## src/rtl/memory_controller_if.sv

```systemverilog
// Bundle of the two requester ports and the memory-array side of the controller.
// The controller uses the slave modport; the requester/array side uses master.
interface memory_controller_if #(
    parameter int ADDR_W = 3,
    parameter int DATA_W = 8
);
    // Requester A
    logic              a_req;
    logic              a_we;
    logic [ADDR_W-1:0] a_addr;
    logic [DATA_W-1:0] a_wdata;
    logic              a_ack;
    logic [DATA_W-1:0] a_rdata;
    // Requester B
    logic              b_req;
    logic              b_we;
    logic [ADDR_W-1:0] b_addr;
    logic [DATA_W-1:0] b_wdata;
    logic              b_ack;
    logic [DATA_W-1:0] b_rdata;
    // Status
    logic              busy;
    // Memory array side
    logic              mem_op;
    logic              mem_select;
    logic [ADDR_W-1:0] mem_address;
    logic [DATA_W-1:0] mem_wdata;
    logic [DATA_W-1:0] mem_rdata;

    modport slave (
        input  a_req, a_we, a_addr, a_wdata,
        output a_ack, a_rdata,
        input  b_req, b_we, b_addr, b_wdata,
        output b_ack, b_rdata,
        output busy,
        output mem_op, mem_select, mem_address, mem_wdata,
        input  mem_rdata
    );

    modport master (
        output a_req, a_we, a_addr, a_wdata,
        input  a_ack, a_rdata,
        output b_req, b_we, b_addr, b_wdata,
        input  b_ack, b_rdata,
        input  busy,
        input  mem_op, mem_select, mem_address, mem_wdata,
        output mem_rdata
    );
endinterface

```

## src/rtl/memory_controller.sv

```systemverilog
// Two-port round-robin request/acknowledge controller in front of the 8x8 memory
// array. Each transaction runs IDLE -> SETUP -> ACCESS (ACCESS_CYCLES) -> DONE,
// holding address/op/data stable around a select pulse and returning a one-cycle ack.
module memory_controller #(
    parameter int ADDR_W        = 3,
    parameter int DATA_W        = 8,
    parameter int ACCESS_CYCLES = 1
) (
    input  logic                clk,
    input  logic                reset,
    memory_controller_if.slave  bus
);
    localparam int CNT_W = (ACCESS_CYCLES > 1) ? $clog2(ACCESS_CYCLES) : 1;
    localparam logic [CNT_W-1:0] CNT_LOAD = CNT_W'(ACCESS_CYCLES - 1);

    typedef enum logic [1:0] {
        StIdle,
        StSetup,
        StAccess,
        StDone
    } state_t;

    state_t            state_q, state_d;
    logic [CNT_W-1:0]  cnt_q, cnt_d;
    logic              grant_q, grant_d;          // 0 = A, 1 = B
    logic              last_grant_q, last_grant_d;
    logic              op_q, op_d;
    logic [ADDR_W-1:0] addr_q, addr_d;
    logic [DATA_W-1:0] wdata_q, wdata_d;
    logic [DATA_W-1:0] a_rdata_q, a_rdata_d;
    logic [DATA_W-1:0] b_rdata_q, b_rdata_d;

    // State and datapath registers; last_grant resets to B so A wins the first tie.
    always_ff @(posedge clk) begin
        if (reset) begin
            state_q      <= StIdle;
            cnt_q        <= '0;
            grant_q      <= 1'b0;
            last_grant_q <= 1'b1;
            op_q         <= 1'b0;
            addr_q       <= '0;
            wdata_q      <= '0;
            a_rdata_q    <= '0;
            b_rdata_q    <= '0;
        end else begin
            state_q      <= state_d;
            cnt_q        <= cnt_d;
            grant_q      <= grant_d;
            last_grant_q <= last_grant_d;
            op_q         <= op_d;
            addr_q       <= addr_d;
            wdata_q      <= wdata_d;
            a_rdata_q    <= a_rdata_d;
            b_rdata_q    <= b_rdata_d;
        end
    end

    // Next-state: arbitrate and capture in IDLE, time the select window, update fairness in DONE.
    always_comb begin
        state_d      = state_q;
        cnt_d        = cnt_q;
        grant_d      = grant_q;
        last_grant_d = last_grant_q;
        op_d         = op_q;
        addr_d       = addr_q;
        wdata_d      = wdata_q;
        a_rdata_d    = a_rdata_q;
        b_rdata_d    = b_rdata_q;

        unique case (state_q)
            StIdle: begin
                if (bus.a_req || bus.b_req) begin
                    // On a tie the port that did not win last time is served.
                    grant_d = (bus.a_req && bus.b_req) ? ~last_grant_q : bus.b_req;
                    op_d    = grant_d ? bus.b_we    : bus.a_we;
                    addr_d  = grant_d ? bus.b_addr  : bus.a_addr;
                    wdata_d = grant_d ? bus.b_wdata : bus.a_wdata;
                    state_d = StSetup;
                end
            end
            StSetup: begin
                cnt_d   = CNT_LOAD;
                state_d = StAccess;
            end
            StAccess: begin
                if (cnt_q == '0) begin
                    state_d = StDone;
                    if (!op_q) begin
                        if (grant_q) begin
                            b_rdata_d = bus.mem_rdata;
                        end else begin
                            a_rdata_d = bus.mem_rdata;
                        end
                    end
                end else begin
                    cnt_d = cnt_q - CNT_W'(1);
                end
            end
            StDone: begin
                last_grant_d = grant_q;
                state_d      = StIdle;
            end
            default: state_d = StIdle;
        endcase
    end

    // Outputs are decoded from registered state only, so they are glitch-free.
    assign bus.busy        = (state_q != StIdle);
    assign bus.mem_select  = (state_q == StAccess);
    assign bus.mem_op      = op_q;
    assign bus.mem_address = addr_q;
    assign bus.mem_wdata   = wdata_q;
    assign bus.a_ack       = (state_q == StDone) && !grant_q;
    assign bus.b_ack       = (state_q == StDone) && grant_q;
    assign bus.a_rdata     = a_rdata_q;
    assign bus.b_rdata     = b_rdata_q;

endmodule

```

## src/flat_wrapper.sv

```systemverilog
// flat-port wrapper written by rule: the top's interface ports become plain ports
module memory_controller_flat 
#(
    parameter int ADDR_W        = 3,
    parameter int DATA_W        = 8,
    parameter int ACCESS_CYCLES = 1
)
  (clk, reset, bus_a_req, bus_a_we, bus_a_addr, bus_a_wdata, bus_a_ack, bus_a_rdata, bus_b_req, bus_b_we, bus_b_addr, bus_b_wdata, bus_b_ack, bus_b_rdata, bus_busy, bus_mem_op, bus_mem_select, bus_mem_address, bus_mem_wdata, bus_mem_rdata);
  memory_controller_if #(.ADDR_W(ADDR_W), .DATA_W(DATA_W)) bus_i ();
  input  logic clk;
  input  logic reset;
  input wire logic [$bits(bus_i.a_req)-1:0] bus_a_req;
  input wire logic [$bits(bus_i.a_we)-1:0] bus_a_we;
  input wire logic [$bits(bus_i.a_addr)-1:0] bus_a_addr;
  input wire logic [$bits(bus_i.a_wdata)-1:0] bus_a_wdata;
  output wire logic [$bits(bus_i.a_ack)-1:0] bus_a_ack;
  output wire logic [$bits(bus_i.a_rdata)-1:0] bus_a_rdata;
  input wire logic [$bits(bus_i.b_req)-1:0] bus_b_req;
  input wire logic [$bits(bus_i.b_we)-1:0] bus_b_we;
  input wire logic [$bits(bus_i.b_addr)-1:0] bus_b_addr;
  input wire logic [$bits(bus_i.b_wdata)-1:0] bus_b_wdata;
  output wire logic [$bits(bus_i.b_ack)-1:0] bus_b_ack;
  output wire logic [$bits(bus_i.b_rdata)-1:0] bus_b_rdata;
  output wire logic [$bits(bus_i.busy)-1:0] bus_busy;
  output wire logic [$bits(bus_i.mem_op)-1:0] bus_mem_op;
  output wire logic [$bits(bus_i.mem_select)-1:0] bus_mem_select;
  output wire logic [$bits(bus_i.mem_address)-1:0] bus_mem_address;
  output wire logic [$bits(bus_i.mem_wdata)-1:0] bus_mem_wdata;
  input wire logic [$bits(bus_i.mem_rdata)-1:0] bus_mem_rdata;
  assign bus_i.a_req = bus_a_req;
  assign bus_i.a_we = bus_a_we;
  assign bus_i.a_addr = bus_a_addr;
  assign bus_i.a_wdata = bus_a_wdata;
  assign bus_a_ack = bus_i.a_ack;
  assign bus_a_rdata = bus_i.a_rdata;
  assign bus_i.b_req = bus_b_req;
  assign bus_i.b_we = bus_b_we;
  assign bus_i.b_addr = bus_b_addr;
  assign bus_i.b_wdata = bus_b_wdata;
  assign bus_b_ack = bus_i.b_ack;
  assign bus_b_rdata = bus_i.b_rdata;
  assign bus_busy = bus_i.busy;
  assign bus_mem_op = bus_i.mem_op;
  assign bus_mem_select = bus_i.mem_select;
  assign bus_mem_address = bus_i.mem_address;
  assign bus_mem_wdata = bus_i.mem_wdata;
  assign bus_i.mem_rdata = bus_mem_rdata;
  memory_controller #(.ADDR_W(ADDR_W), .DATA_W(DATA_W), .ACCESS_CYCLES(ACCESS_CYCLES)) u_core (.clk(clk), .reset(reset), .bus(bus_i));
endmodule
```

## config.mk

```make
export PLATFORM = sky130hd
export DESIGN_NAME = memory_controller_flat
export DESIGN_NICKNAME = d
export VERILOG_FILES = /design/src/rtl/memory_controller_if.sv /design/src/rtl/memory_controller.sv /design/src/flat_wrapper.sv
export SDC_FILE = /design/constraint.sdc
export NUM_CORES = 1
export LEC_CHECK = 0
export ABC_AREA = 1
export CORE_MARGIN = 10
export CORE_UTILIZATION = 38
export CTS_BUF_LIST = sky130_fd_sc_hd__clkbuf_4 sky130_fd_sc_hd__clkbuf_8
export CTS_CLUSTER_DIAMETER = 50
export DETAILED_ROUTE_END_ITERATION = 10
export GPL_ROUTABILITY_DRIVEN = 0
export PLACE_DENSITY_LB_ADDON = 0.1
export SYNTH_ARGS = -nofsm -noshare
export SYNTH_HDL_FRONTEND = slang
export SYNTH_SLANG_ARGS = --single-unit
```

## constraint.sdc

```tcl
create_clock -name clk -period 1.1 [get_ports clk]
set_input_delay 0.275 -clock clk [delete_from_list [all_inputs] [get_ports clk]]
set_output_delay 0.275 -clock clk [all_outputs]
set_load 0.1 [all_outputs]
```

Word level (Yosys, flattened, before mapping)
Index checks and enable logic that the tools add are counted.

Register bits after elaboration: 33. Bits of input ports: 36.

$add $sub $neg: 1. Equal/unequal tests: 5. Muxes and demuxes: 9. Bitwise operators: 4. Reductions and logical operators: 12.

Operator list (count): $mux W8 (1); $pmux W2 S4 (1); $reduce_and A4 Y1 (2); $eq A2 B2 Y1 const B (2); $mux W2 (2); $not A1 Y1 (4); $reduce_and A2 Y1 (2); $reduce_bool A2 Y1 (2); $logic_and A1 B1 Y1 (3); $mux W1 (3); $mux W3 (1); $eq A2 B1 Y1 const B (1); $logic_not A2 Y1 (1); $ne A2 B1 Y1 const B (1); $ne A2 B2 Y1 const B (1); $pmux W1 S2 (1); $logic_not A1 Y1 (1); $logic_or A1 B1 Y1 (1); $sub A1 B1 Y1 const B (1).

Logic depth before layout (Yosys ltp)
Gate-level depths: netlist of the first run.

Depth after elaboration: 3. Mapped depth: 8.

Worst setup path before layout of the first run
Ideal clock, no wire load.

Path type: reg2out. Start point: register u_core.state_q[1]. End point: output port bus_a_ack. Arrival: 1816 ps. Data required time: 825 ps. Path slack: -991 ps. Cell stages (with the launch flop): 4. Cell sequence: dfxtp_1 -> ha_1 -> inv_1 -> nor2_1.

Longest elaborated chain between the ends: 2.

RTL lines: from (decl) (line memory_controller.sv:23) `state_t state_q, state_d;`; from (signal assigned) (line memory_controller.sv:36) `state_q <= StIdle;`; from (signal assigned) (line memory_controller.sv:46) `state_q <= state_d;`; $eq A2 B2 Y1 (line memory_controller.sv:113) `assign bus.a_ack = (state_q == StDone) && !grant_q;`; $logic_and A1 B1 Y1 (line memory_controller.sv:113); to (decl) (line flat_wrapper.sv:16) `output wire logic [$bits(bus_i.a_ack)-1:0] bus_a_ack;`.

Every way passes these cells.

Worst setup path after layout of the first run
Start point: register u_core.state_q[0]. End point: output port bus_busy.

Longest elaborated chain between the ends: 1.

RTL lines: $reduce_bool A2 Y1 (line memory_controller.sv:108) `assign bus.busy = (state_q != StIdle);`; to (decl) (line flat_wrapper.sv:24) `output wire logic [$bits(bus_i.busy)-1:0] bus_busy;`.

Every way passes these cells.

==> results.cfg, run 1 <==
[outcome]
status = finished with violations
violations = setup timing

[cts]
clock-sinks = 32
cts_buffers = 5
tritoncts = built
cts_hold_buf = 0
cts_root_buffer = clkbuf_8
cts_max_level = 2
clk_pin_slew_worst_paths_ns = 0.07
cts_max_path_buffers = 2
clk_latency_ns = 0.29

[sta]
setup_viol = 41
hold_violations = 0
rsz0062_at_grt = true
slew_headroom_pct = 80.2
fmax_mhz = 684
setup_tns_ns = -8.80
setup_ws_ns = -0.362
period_minus_slack_ns = 1.46
slew_violations = 0
fin_crit_sh_pct = 133
skew_ns = 0.00429
tightestPinTransition_ns = 0.297

[grt]
grt_pass1_wl_um = 7510
antenna_found_initial = 0
grt_start_max_net_pins = 25
gr-total-overflow = 0
grt_usage_pct = 14.5
first_global_vias = 1553

[yosys]
ys_warn_count = 0
synthCells = 205
synth-main-ff-cell = dfxtp_1
synth_top_cell_by_area = dfxtp_1
synth_nets = 244
synth.top_cell.area_share_pct = 44.8
yosysSeqAreaShare_pct = 44.8
synth_cell_types = 18
yosys-top-cells-area = dfxtp_1 45%, nor2_1 18%, nand2_1 7.6%
synth_seq_cells = 32
synth-async-reset-ratio_pct = 0
synth_common_cells = 69 x nor2_1, 32 x dfxtp_1, 29 x nand2_1
post-synth-top-count-cell = nor2_1
synth-edff-count = 0
syn_area_mm2 = 0.00143
avgSynthCellArea_um2 = 6.97

[route]
post_drt_wl_per_cell_um = 15.1
drc = 0
firstDrtPassIters = 4
num_vias = 1675
ant_nets = 0
drt_iter0_drc = 68
routed_via_density = 4.73
wl_um = 5340

[worst_setup_path]
r2r_slack_ns = -0.33
timing_worst_setup_path_type = flip-flop to output port
crit_required_ns = 0.82
critical_path.max_stage_delay_ns = 0.36
path_delay_family = flip-flops
endpoint_kind = output port
path_buf_inv = 4
start_kind = flip-flop
path_cells = inv_4 > ha_4 > inv_12 > buf_6 > buf_12
cp_data_arrival_time_ns = 1.19
worst_path_max_delay_cell = dfxtp_4
cp_max_fo = 3

[floorplan]
core_mm2 = 0.00366
die_y_um = 81.3
die_w_um = 81.3
ios = 68
initial_utilization_pct = 39.0
dieArea_mm2 = 0.00661
num_rows = 22

[power]
power.density_mw_per_mm2 = 2820
ir_drop_mv = 2.53
p_leak_nw = 1.38
power.total_mw = 8.87

[placed_design]
place_ws_ns = -0.397
portBuffers = 67
dp_hpwl_um = 3330

[run]
cap_violations = 0

[layout]
final.fill_count = 198
syn_to_final_growth_pct = 120
n_antenna_cell = 0
num-nets-final = 344
layout-drive-gt1-share_pct = 48.0

[hold_path]
hold_class = primary input to flip-flop
==> layout make-up <==
class	count	area (um^2)	share of cell area, %
Tap cell	48	60.1	1.91
Sequential cell	32	707	22.5
Timing Repair Buffer	98	1290	41.2
Multi-Input combinational cell	144	841	26.7
Clock inverter	2	35.0	1.11
Clock buffer	6	76.3	2.43
Inverter	24	131	4.18
==> sequential cells by signal, summed over array words and instances (netlist names) <==
signal	cells
u_core.last_grant_q	1
u_core.bus.mem_wdata	8
u_core.bus.mem_op	1
u_core.grant_q	1
u_core.bus.a_rdata	8
u_core.state_q	2
u_core.bus.mem_address	3
u_core.bus.b_rdata	8
==> routing by layer <==
metal	GRT usage (%)	wire length, um	up-vias
met5	0	0	-
met4	4.84	82	0
met3	5.85	364	8
met2	24.4	2860	49
met1	16.2	2030	781
li1	-	-	837
==> repair_timing <==
item / in CTS / in global routing
hold endpoints to repair: 0 / 0
endpoints found under the setup margin: 43 / 63
gates cloned: 3 / 0
resized for setup: 30 / 28
setup buffers: 7 / 9
pin swaps: 7 / 8
==> tightest hold or removal path, cell delays in order <==
cell and delay (ns):
dlygate4sd2_1 0.28, nand3_1 0.13, a21oi_2 0.06
==> kinds of logic (layout without fill, tap and decap cells) <==
logic type	Yosys count	count (layout)	synth area share, %
AO/OA/AOI/OAI	33	33	11.6
AND/OR/NAND/NOR	106	108	30.8
flip-flops	32	32	44.8
adder cells (fa/ha/maj)	3	3	2.63
buffers and inverters	31	130	10.2
==> where the power goes <==
part	switching, mW	total, mW	internal (mW)
clock network	0.444	1.14	0.696
registers	0.355	1.90	1.55
logic	3.51	5.83	2.31
total	4.31	8.87	4.56
==> through the flow <==
| stage | instances | utilization (%) | hold WS, ns | instance area, um^2 |
|---|---|---|---|---|
| 2_1_floorplan | 205 | - | 0.334 | 1560 |
| 3_3_place_gp | 327 | 73.6 | 0.478 | 2690 |
| 3_5_place_dp | 327 | 73.6 | 0.485 | 2690 |
| 4_1_cts | 345 | 81.4 | 0.474 | 2980 |
| 5_1_grt | 354 | 85.9 | 0.521 | 3150 |
| 6_report | 354 | 85.9 | 0.498 | 3150 |
==> layout by cell type, fill, tap and decap left out, types with 2 or more instances in the layout <==
master | netlist | routed
clkdlybuf4s50_1 | 0 | 34
nor2_4 | 1 | 8
o21ai_2 | 0 | 8
o21ai_1 | 18 | 22
a21oi_2 | 0 | 2
buf_6 | 3 | 4
ha_4 | 0 | 3
nor2_1 | 69 | 55
inv_2 | 2 | 3
inv_4 | 0 | 2
dfxtp_4 | 0 | 11
nand2_2 | 1 | 2
buf_4 | 1 | 23
nand2_1 | 29 | 27
clkbuf_8 | 0 | 5
nand3_1 | 3 | 3
inv_1 | 22 | 15
buf_12 | 0 | 35
nand3_4 | 0 | 3
nor2_2 | 0 | 7
dfxtp_2 | 0 | 20
==> worst paths after layout <==
| path | from | cells after the start | to |
|---|---|---|---|
| max reg2reg | u_core.state_q[0]$_SDFFE_PP0P_ | 8 | u_core.bus.b_rdata[1]$_SDFFE_PP0P_ |
| min reg2reg | u_core.bus.a_rdata[5]$_SDFFE_PP0P_ | 2 | u_core.bus.a_rdata[5]$_SDFFE_PP0P_ |
| min | bus_b_req | 3 | u_core.grant_q$_SDFFE_PP0P_ |
| max | u_core.state_q[0]$_SDFFE_PP0P_ | 5 | bus_busy |
No activity file was read; power rests on OpenSTA's default activity.
==> run 2, diff against run 1 <==
Settings changed: CORE_MARGIN 10 to unset.
==> results.cfg, run 2 (synthesis gave the netlist of run 1 again) <==
[grt]
gr-total-overflow = 0
first_global_vias = 1649
grt_pass1_wl_um = 8160
antenna_found_initial = 0
grt_start_max_net_pins = 30
grt_usage_pct = 26.6

[route]
drc = 0
firstDrtPassIters = 4
num_vias = 1855
wl_um = 6830
drt_iter0_drc = 146
routed_via_density = 5.20
ant_nets = 0
post_drt_wl_per_cell_um = 19.1

[sta]
setup_tns_ns = -9.54
skew_ns = 0.0110
setup_viol = 56
slew_headroom_pct = 81.5
tightestPinTransition_ns = 0.276
slew_violations = 0
fmax_mhz = 677
rsz0062_at_grt = true
hold_violations = 0
period_minus_slack_ns = 1.48
fin_crit_sh_pct = 134
setup_ws_ns = -0.376

[run]
cap_violations = 0

[hold_path]
hold_class = flip-flop to flip-flop

[cts]
tritoncts = built
cts_max_level = 2
cts_buffers = 5
cts_max_path_buffers = 2
cts_root_buffer = clkbuf_8
clk_pin_slew_worst_paths_ns = 0.06
clk_latency_ns = 0.29
clock-sinks = 32

[layout]
fin_area_mm2 = 0.00328
syn_to_final_growth_pct = 130
n_antenna_cell = 0
num-nets-final = 349
final_common_cell = nor2_1
layout_common_cells = 46 x nor2_1, 35 x buf_12, 33 x clkdlybuf4s50_1
layout-drive-gt1-share_pct = 51.8

[floorplan]
ios = 68
dieArea_mm2 = 0.00401
initial_utilization_pct = 41.2
die_w_um = 63.3
core_mm2 = 0.00347
die_y_um = 63.3
num_rows = 21

[worst_setup_path]
critical_path.max_stage_delay_ns = 0.36
path_buf_inv = 4
endpoint_kind = output port
path_cells = inv_4 > ha_4 > inv_12 > buf_8 > buf_12
r2r_slack_ns = -0.35
cp_data_arrival_time_ns = 1.20
crit_required_ns = 0.82
cp_max_fo = 3
path_delay_family = flip-flops
start_kind = flip-flop
timing_worst_setup_path_type = flip-flop to output port
worst_path_max_delay_cell = dfxtp_4

[power]
p_leak_nw = 1.43
power.density_mw_per_mm2 = 2870
ir_drop_mv = 2.72

[outcome]
status = finished with violations
violations = setup timing

[placed_design]
place_area_mm2 = 0.00265
portBuffers = 67
dp_hpwl_um = 2710
==> run 2: routing by layer <==
layer	up-vias	part of all wire [%]	GRT usage (%)
met1	871	36	31.2
met2	105	53	46.1
li1	848	-	-
met5	-	0	0
met3	31	6.2	6.16
met4	0	4.5	10.5
==> run 2: final cells by class <==
type	instances	area, um^2
inverters	24	139
clock buffers	6	76.3
clock inverters	2	35.0
repair buffers	101	1320
well taps	46	57.6
fillers	99	188
flip-flops and latches	32	723
multi-input cells	146	931
==> run 2: final timing paths <==
kind | from | to | depth (start not counted)
worst max-delay path | u_core.state_q[0]$_SDFFE_PP0P_ | bus_busy | 5
worst min-delay path | u_core.last_grant_q$_SDFFE_PP1N_ | u_core.last_grant_q$_SDFFE_PP1N_ | 2
worst max register to register | u_core.state_q[0]$_SDFFE_PP0P_ | u_core.bus.mem_op$_SDFFE_PP0P_ | 8
worst min register to register | u_core.last_grant_q$_SDFFE_PP1N_ | u_core.last_grant_q$_SDFFE_PP1N_ | 2
==> run 2: metrics by stage <==
stage | total power, mW | hold slack (ns) | worst slack (ns) | std cells | utilization [%]
2_1_floorplan | 5.14 | 0.334 | -0.193 | 205 | -
3_3_place_gp | 6.87 | 0.477 | -0.403 | 321 | 76.4
3_5_place_dp | 6.93 | 0.480 | -0.468 | 321 | 76.4
4_1_cts | 8.67 | 0.477 | -0.375 | 345 | 87.4
5_1_grt | 9.67 | 0.522 | -0.400 | 357 | 94.6
6_report | 9.41 | 0.504 | -0.376 | 357 | 94.6
==> run 2: report_power, final <==
group,switching (mW),internal (mW)
clock network,0.457,0.697
logic,3.85,2.43
registers,0.411,1.56
==> run 2: worst min-delay path: stages (launching register included) <==
cell     delay, ns
dfxtp_1       0.33
nand2_1       0.07
nand3_1       0.05
==> run 2: repair_timing <==
action / CTS / global route
pin swaps: 10 / 13
setup endpoints to repair: 39 / 63
resized for setup: 44 / 48
gates cloned: 4 / 0
buffers inserted: 12 / 14
hold buffers: 0 / 0
